<file path="config.mk">
export PLATFORM = sky130hd
export DESIGN_NAME = pipe_scheduler
export DESIGN_NICKNAME = d
export VERILOG_FILES = /design/src/rtl/pipe_scheduler.sv
export SDC_FILE = /design/constraint.sdc
export NUM_CORES = 1
export LEC_CHECK = 0
export ABC_AREA = 0
export CAP_MARGIN = 30
export CELL_PAD_IN_SITES_DETAIL_PLACEMENT = 2
export CELL_PAD_IN_SITES_GLOBAL_PLACEMENT = 2
export CORE_ASPECT_RATIO = 2
export CORE_UTILIZATION = 35
export CTS_BUF_LIST = sky130_fd_sc_hd__clkbuf_4
export DETAILED_ROUTE_END_ITERATION = 7
export DONT_BUFFER_PORTS = 1
export PLACE_DENSITY = 0.75
export SLEW_MARGIN = 10
export SYNTH_ARGS = -nofsm -noshare
export SYNTH_HDL_FRONTEND = slang
export SYNTH_SLANG_ARGS = --single-unit
</file>
<file path="constraint.sdc">
create_clock -name clk -period 5.55 [get_ports clk]
set_input_delay 1.11 -clock clk [delete_from_list [all_inputs] [get_ports clk]]
set_output_delay 1.11 -clock clk [all_outputs]
set_load 0.02 [all_outputs]
</file>
<file path="src/rtl/pipe_scheduler.sv">
// Per-frame pipe controller for the two-pipe flappy-bird playfield: phase FSM,
// pipe scrolling/respawn with LFSR gap heights, and pass counting.
module pipe_scheduler #(
    parameter int unsigned SPEED     = 2,
    parameter int unsigned SPAWN_X   = 409,
    parameter int unsigned SPACING   = 205,
    parameter int unsigned GAP_MIN   = 80,
    parameter int unsigned GAP_H     = 120,
    parameter int unsigned BIRD_X    = 100,
    parameter logic [7:0]  LFSR_SEED = 8'hA5
) (
    input  logic       clk,
    input  logic       rst,
    input  logic       frame_tick,
    input  logic       start,
    input  logic       gameover,
    output logic [9:0] pipe1_x,
    output logic [9:0] up_pipe1_y,
    output logic [9:0] down_pipe1_y,
    output logic [9:0] pipe2_x,
    output logic [9:0] up_pipe2_y,
    output logic [9:0] down_pipe2_y,
    output logic       running,
    output logic       pass_pulse,
    output logic [9:0] score
);
    localparam logic [9:0] SpeedW    = 10'(SPEED);
    localparam logic [9:0] Spawn1W   = 10'(SPAWN_X);
    localparam logic [9:0] Spawn2W   = 10'(SPAWN_X + SPACING);
    localparam logic [9:0] SpacingW  = 10'(SPACING);
    localparam logic [9:0] GapMinW   = 10'(GAP_MIN);
    localparam logic [9:0] GapHW     = 10'(GAP_H);
    localparam logic [9:0] BirdXW    = 10'(BIRD_X);
    localparam logic [9:0] UpReset   = 10'd150;
    localparam logic [9:0] DownReset = 10'd270;
    localparam logic [9:0] ScoreMax  = 10'd1023;

    typedef enum logic [1:0] {StIdle, StRun, StOver} state_e;

    state_e     state_q, state_d;
    logic [7:0] lfsr_q, lfsr_d;
    logic [9:0] p1_x_q, p1_x_d, p2_x_q, p2_x_d;
    logic [9:0] up1_q, up1_d, up2_q, up2_d;
    logic [9:0] down1_q, down1_d, down2_q, down2_d;
    logic [9:0] score_q, score_d;
    logic       pass_q, pass_d;
    logic       running_q, running_d;

    logic       p1_resp, p2_resp, pass1, pass2;
    logic [9:0] p1_mv, p2_mv, spawn_up;

    assign p1_resp  = p1_x_q < SpeedW;
    assign p2_resp  = p2_x_q < SpeedW;
    assign p1_mv    = p1_x_q - SpeedW;
    assign p2_mv    = p2_x_q - SpeedW;
    assign spawn_up = GapMinW + {3'b000, lfsr_q[6:0]};
    assign pass1    = !p1_resp && (p1_x_q >= BirdXW) && (p1_mv < BirdXW);
    assign pass2    = !p2_resp && (p2_x_q >= BirdXW) && (p2_mv < BirdXW);

    always_comb begin
        // x^8+x^6+x^5+x^4+1, shifting left
        lfsr_d  = {lfsr_q[6:0], lfsr_q[7] ^ lfsr_q[5] ^ lfsr_q[4] ^ lfsr_q[3]};
        state_d = state_q;
        p1_x_d  = p1_x_q;
        p2_x_d  = p2_x_q;
        up1_d   = up1_q;
        up2_d   = up2_q;
        down1_d = down1_q;
        down2_d = down2_q;
        score_d = score_q;
        pass_d  = 1'b0;
        unique case (state_q)
            StIdle: begin
                if (start) state_d = StRun;
            end
            StRun: begin
                if (gameover) begin
                    state_d = StOver;
                end else if (frame_tick) begin
                    if (p1_resp && p2_resp) begin
                        p1_x_d = Spawn1W;
                        p2_x_d = Spawn2W;
                    end else begin
                        // pipe2 first: pipe1's respawn chains off pipe2's new x
                        p2_x_d = p2_resp ? p1_mv + SpacingW : p2_mv;
                        p1_x_d = p1_resp ? p2_x_d + SpacingW : p1_mv;
                    end
                    if (p1_resp) begin
                        up1_d   = spawn_up;
                        down1_d = spawn_up + GapHW;
                    end
                    if (p2_resp) begin
                        up2_d   = spawn_up;
                        down2_d = spawn_up + GapHW;
                    end
                    if (pass1 || pass2) begin
                        pass_d = 1'b1;
                        if (score_q != ScoreMax) score_d = score_q + 10'd1;
                    end
                end
            end
            StOver: begin
                if (start) begin
                    state_d = StIdle;
                    p1_x_d  = Spawn1W;
                    p2_x_d  = Spawn2W;
                    up1_d   = UpReset;
                    up2_d   = UpReset;
                    down1_d = DownReset;
                    down2_d = DownReset;
                    score_d = '0;
                end
            end
            default: state_d = StIdle;
        endcase
        running_d = (state_d == StRun);
    end

    always_ff @(posedge clk or posedge rst) begin
        if (rst) begin
            state_q   <= StIdle;
            lfsr_q    <= LFSR_SEED;
            p1_x_q    <= Spawn1W;
            p2_x_q    <= Spawn2W;
            up1_q     <= UpReset;
            up2_q     <= UpReset;
            down1_q   <= DownReset;
            down2_q   <= DownReset;
            score_q   <= '0;
            pass_q    <= 1'b0;
            running_q <= 1'b0;
        end else begin
            state_q   <= state_d;
            lfsr_q    <= lfsr_d;
            p1_x_q    <= p1_x_d;
            p2_x_q    <= p2_x_d;
            up1_q     <= up1_d;
            up2_q     <= up2_d;
            down1_q   <= down1_d;
            down2_q   <= down2_d;
            score_q   <= score_d;
            pass_q    <= pass_d;
            running_q <= running_d;
        end
    end

    assign pipe1_x      = p1_x_q;
    assign pipe2_x      = p2_x_q;
    assign up_pipe1_y   = up1_q;
    assign up_pipe2_y   = up2_q;
    assign down_pipe1_y = down1_q;
    assign down_pipe2_y = down2_q;
    assign score        = score_q;
    assign pass_pulse   = pass_q;
    assign running      = running_q;

endmodule

</file>
==> impl_metrics.json <==
{
  "wl_per_cell_um": 22.0,
  "cts_buffers": 9,
  "nets": 456,
  "place_hpwl_um": 9630,
  "syn-instance-count": 451,
  "clkTransAtPathRegs_ns": 0.13,
  "skew_ns": 0.0115,
  "tightest_slew_ns": 0.855,
  "max_freq_ghz": 0.266,
  "min-delay-path-class": "reg -> reg",
  "cts_tree": "built",
  "cts_setup_buffers": 0,
  "synthMostInstantiatedCell": "nand2_1",
  "holdPathEnd": "lfsr_q[2]$_DFF_PP1_",
  "syn-mean-instance-area_um2": 9.17,
  "gp_congestion": 0.914,
  "ys_types": 66,
  "r2r_start": "pipe2_x[1]$_DFFE_PP1P_",
  "hold_start": "lfsr_q[1]$_DFF_PP0_",
  "start_util_pct": 36.2,
  "path_delay_family": "compound AO/OA/AOI/OAI gates",
  "ys_ff_latch": 70,
  "num_vias": 3392,
  "finalHoldViolCount": 0,
  "root_buffer": "clkbuf_4",
  "ctsHoldBuffers": 0,
  "grt_max_degree": 71,
  "r2r_cells": 10,
  "cts.sinks": 70,
  "holdPathStages": 0,
  "port_buffers": 0,
  "path_max_fanout": 13,
  "finalCritPeriodShare_pct": 67.7,
  "yosys_warnings": 0,
  "rrSetupSlack_ns": 1.79,
  "yosys-top-cells-area": "dfrtp_1 (27%), dfstp_2 (17%), nand2_1 (5.4%)",
  "clock_latency_ns": 0.43,
  "timing.hold.ws_ns": 0.397,
  "grt_antenna_before_repair": 1,
  "yosys_most_used_dff": "dfrtp_1",
  "fillers": 1324,
  "drt-total-wl_um": 12900,
  "r2r-end": "score[9]$_DFFE_PP0P_",
  "die_h_um": 156,
  "cp-end-kind": "flip-flop",
  "first_pass_iters": 4,
  "ant_nets": 0,
  "htreeDepth": 3,
  "path_class": "reg -> reg",
  "slowest_stage": "a221oi_1",
  "cap_violations": 0,
  "setup_viol": 0,
  "grt_usage_pct": 22.6,
  "period_minus_slack_ns": 3.76,
  "grt_pass1_wl_um": 20900,
  "fin_setup_tns_ns": 0,
  "die_area_um2": 12300,
  "cts.repair.resized": 0,
  "powerDensity_nw_per_um2": 602,
  "power.total_mw": 2.63,
  "yosys.area.top_type_share_pct": 26.6,
  "crit_required_ns": 5.88,
  "die-width_um": 78.9,
  "grt_pass1_vias": 3993,
  "drive_gt1_share_pct": 14.7,
  "slew_viol_final": 0,
  "rows": 55,
  "area_growth_pct": 5.72,
  "synth_commonest_cells": "nand2_1 (59), dfrtp_1 (44), o21ai_0 (41)",
  "yosysSeqAreaShare_pct": 43.1,
  "clk_path_buf_depth": 2,
  "ir_drop_mv": 0.220,
  "synth-edff-count": 0,
  "ys_async_sr_fraction_pct": 100,
  "rsz0062_at_grt": "no",
  "yosys.area.top_type": "dfrtp_1",
  "cp_cell_sequence": "inv_1 > ha_1 > nor3b_1 > xnor2_1 > a21oi_1 > a221oi_1 > o21ai_1 > a21o_1 > or2_0 > o41ai_1",
  "overflow": 0,
  "drc_errors": 0,
  "cp.arrival_ns": 4.09,
  "critPathMaxStageDelay_ns": 0.76,
  "core_area_um2": 11400,
  "critPathBufInv": 1,
  "leakage_nw": 1.82,
  "io_pins": 77,
  "routed_via_density": 5.80,
  "drt_iter0_drc": 104,
  "status": "finished clean",
  "slew_headroom_pct": 43.0,
  "worst_setup_path_start_kind": "flip-flop",
  "netlist_area_um2": 4140
}
cell type report:
| class | instances | area (um2) | share of cell area [%] |
|---|---|---|---|
| antenna | 1 | 2.50 | 0.0572 |
| sequential | 70 | 1780 | 40.8 |
| timing repair buffer | 7 | 72.6 | 1.66 |
| inverter | 12 | 45.0 | 1.03 |
| clock inverter | 6 | 85.1 | 1.95 |
| clock buffer | 10 | 75.1 | 1.72 |
| tap | 142 | 178 | 4.06 |
| multi-input combinational | 337 | 2130 | 48.7 |
flip-flops by register name, summed over array words and instances, names as in the netlist:
| signal | cells |
|---|---|
| up_pipe1_y | 8 |
| up_pipe2_y | 8 |
| down_pipe2_y | 6 |
| pass_pulse | 1 |
| running | 1 |
| pipe1_x | 10 |
| score | 10 |
| lfsr_q | 8 |
| down_pipe1_y | 6 |
| pipe2_x | 10 |
| state_q | 2 |
placed cells by master, fill, tap and decap left out, drive strengths merged, types with 3 or more instances in the layout:
| cell type | instances |
|---|---|
| nand2 | 59 |
| dfrtp | 44 |
| o21ai | 43 |
| nor2 | 33 |
| dfstp | 26 |
| ha | 14 |
| xnor2 | 14 |
| nand2b | 13 |
| a21oi | 13 |
| inv | 13 |
| xor2 | 12 |
| nor3 | 11 |
| nand3 | 10 |
| clkbuf | 10 |
| a31oi | 7 |
| and3 | 7 |
| buf | 7 |
| nor4 | 7 |
| nor2b | 6 |
| conb | 6 |
| or4 | 6 |
| o31ai | 5 |
| a22o | 5 |
| mux2 | 5 |
| o22a | 5 |
| o21a | 4 |
| a21o | 4 |
| mux2i | 4 |
| a211oi | 4 |
| o31a | 3 |
kinds of logic (layout without fill, tap and decap cells):
kind of cell	count (synthesis)	in the layout	share of synthesized area, %
AND/OR/NAND/NOR	163	163	19.3
AO/OA/AOI/OAI	119	119	19.4
flip-flops	70	70	43.1
buffers and inverters	49	35	5.81
XOR/XNOR	26	26	5.69
adder cells (fa/ha/maj)	14	14	4.23
multiplexers	9	9	2.33
other	1	7	0.0907
report_power, final:
part           switching [mW]  internal, mW  leakage [nW]
Sequential              0.356         0.688         0.848
Clock                   0.200         0.187        0.0844
Combinational           0.779         0.423         0.884
through the flow:
step	std cells	util (%)	area, um2	setup slack [ns]
2_1_floorplan	456	-	4160	2.51
3_3_place_gp	566	36.5	4180	1.78
3_5_place_dp	567	36.6	4180	1.83
4_1_cts	583	38.0	4340	1.77
5_1_grt	585	38.3	4370	1.61
6_report	585	38.3	4370	1.79
how the worst max path moves through the flow:
stage                      startpoint                      to  slack, ns  cells past startpoint
6_report       pipe2_x[1]$_DFFE_PP1P_    score[9]$_DFFE_PP0P_       1.79                     10
5_1_grt        pipe2_x[1]$_DFFE_PP1P_    score[9]$_DFFE_PP0P_       1.61                     10
4_1_cts        pipe2_x[1]$_DFFE_PP1P_    score[9]$_DFFE_PP0P_       1.77                     10
3_5_place_dp   pipe2_x[1]$_DFFE_PP1P_    score[9]$_DFFE_PP0P_       1.83                     10
3_3_place_gp   pipe1_x[5]$_DFFE_PP0P_  pipe1_x[9]$_DFFE_PP0P_       1.78                      7
2_1_floorplan  pipe1_x[1]$_DFFE_PP0P_  pipe1_x[9]$_DFFE_PP0P_       2.51                     11
per-layer routing:
metal | wire length (um) | vias up | part of all wire [%] | track usage [%]
li1 | - | 1558 | - | -
met1 | 4330 | 1712 | 34 | 21.2
met2 | 7380 | 82 | 57 | 43.4
met3 | 430 | 40 | 3.3 | 4.09
met4 | 749 | 0 | 5.8 | 14.1
met5 | 0 | - | 0 | 0
No activity file was read; power rests on OpenSTA's default activity.
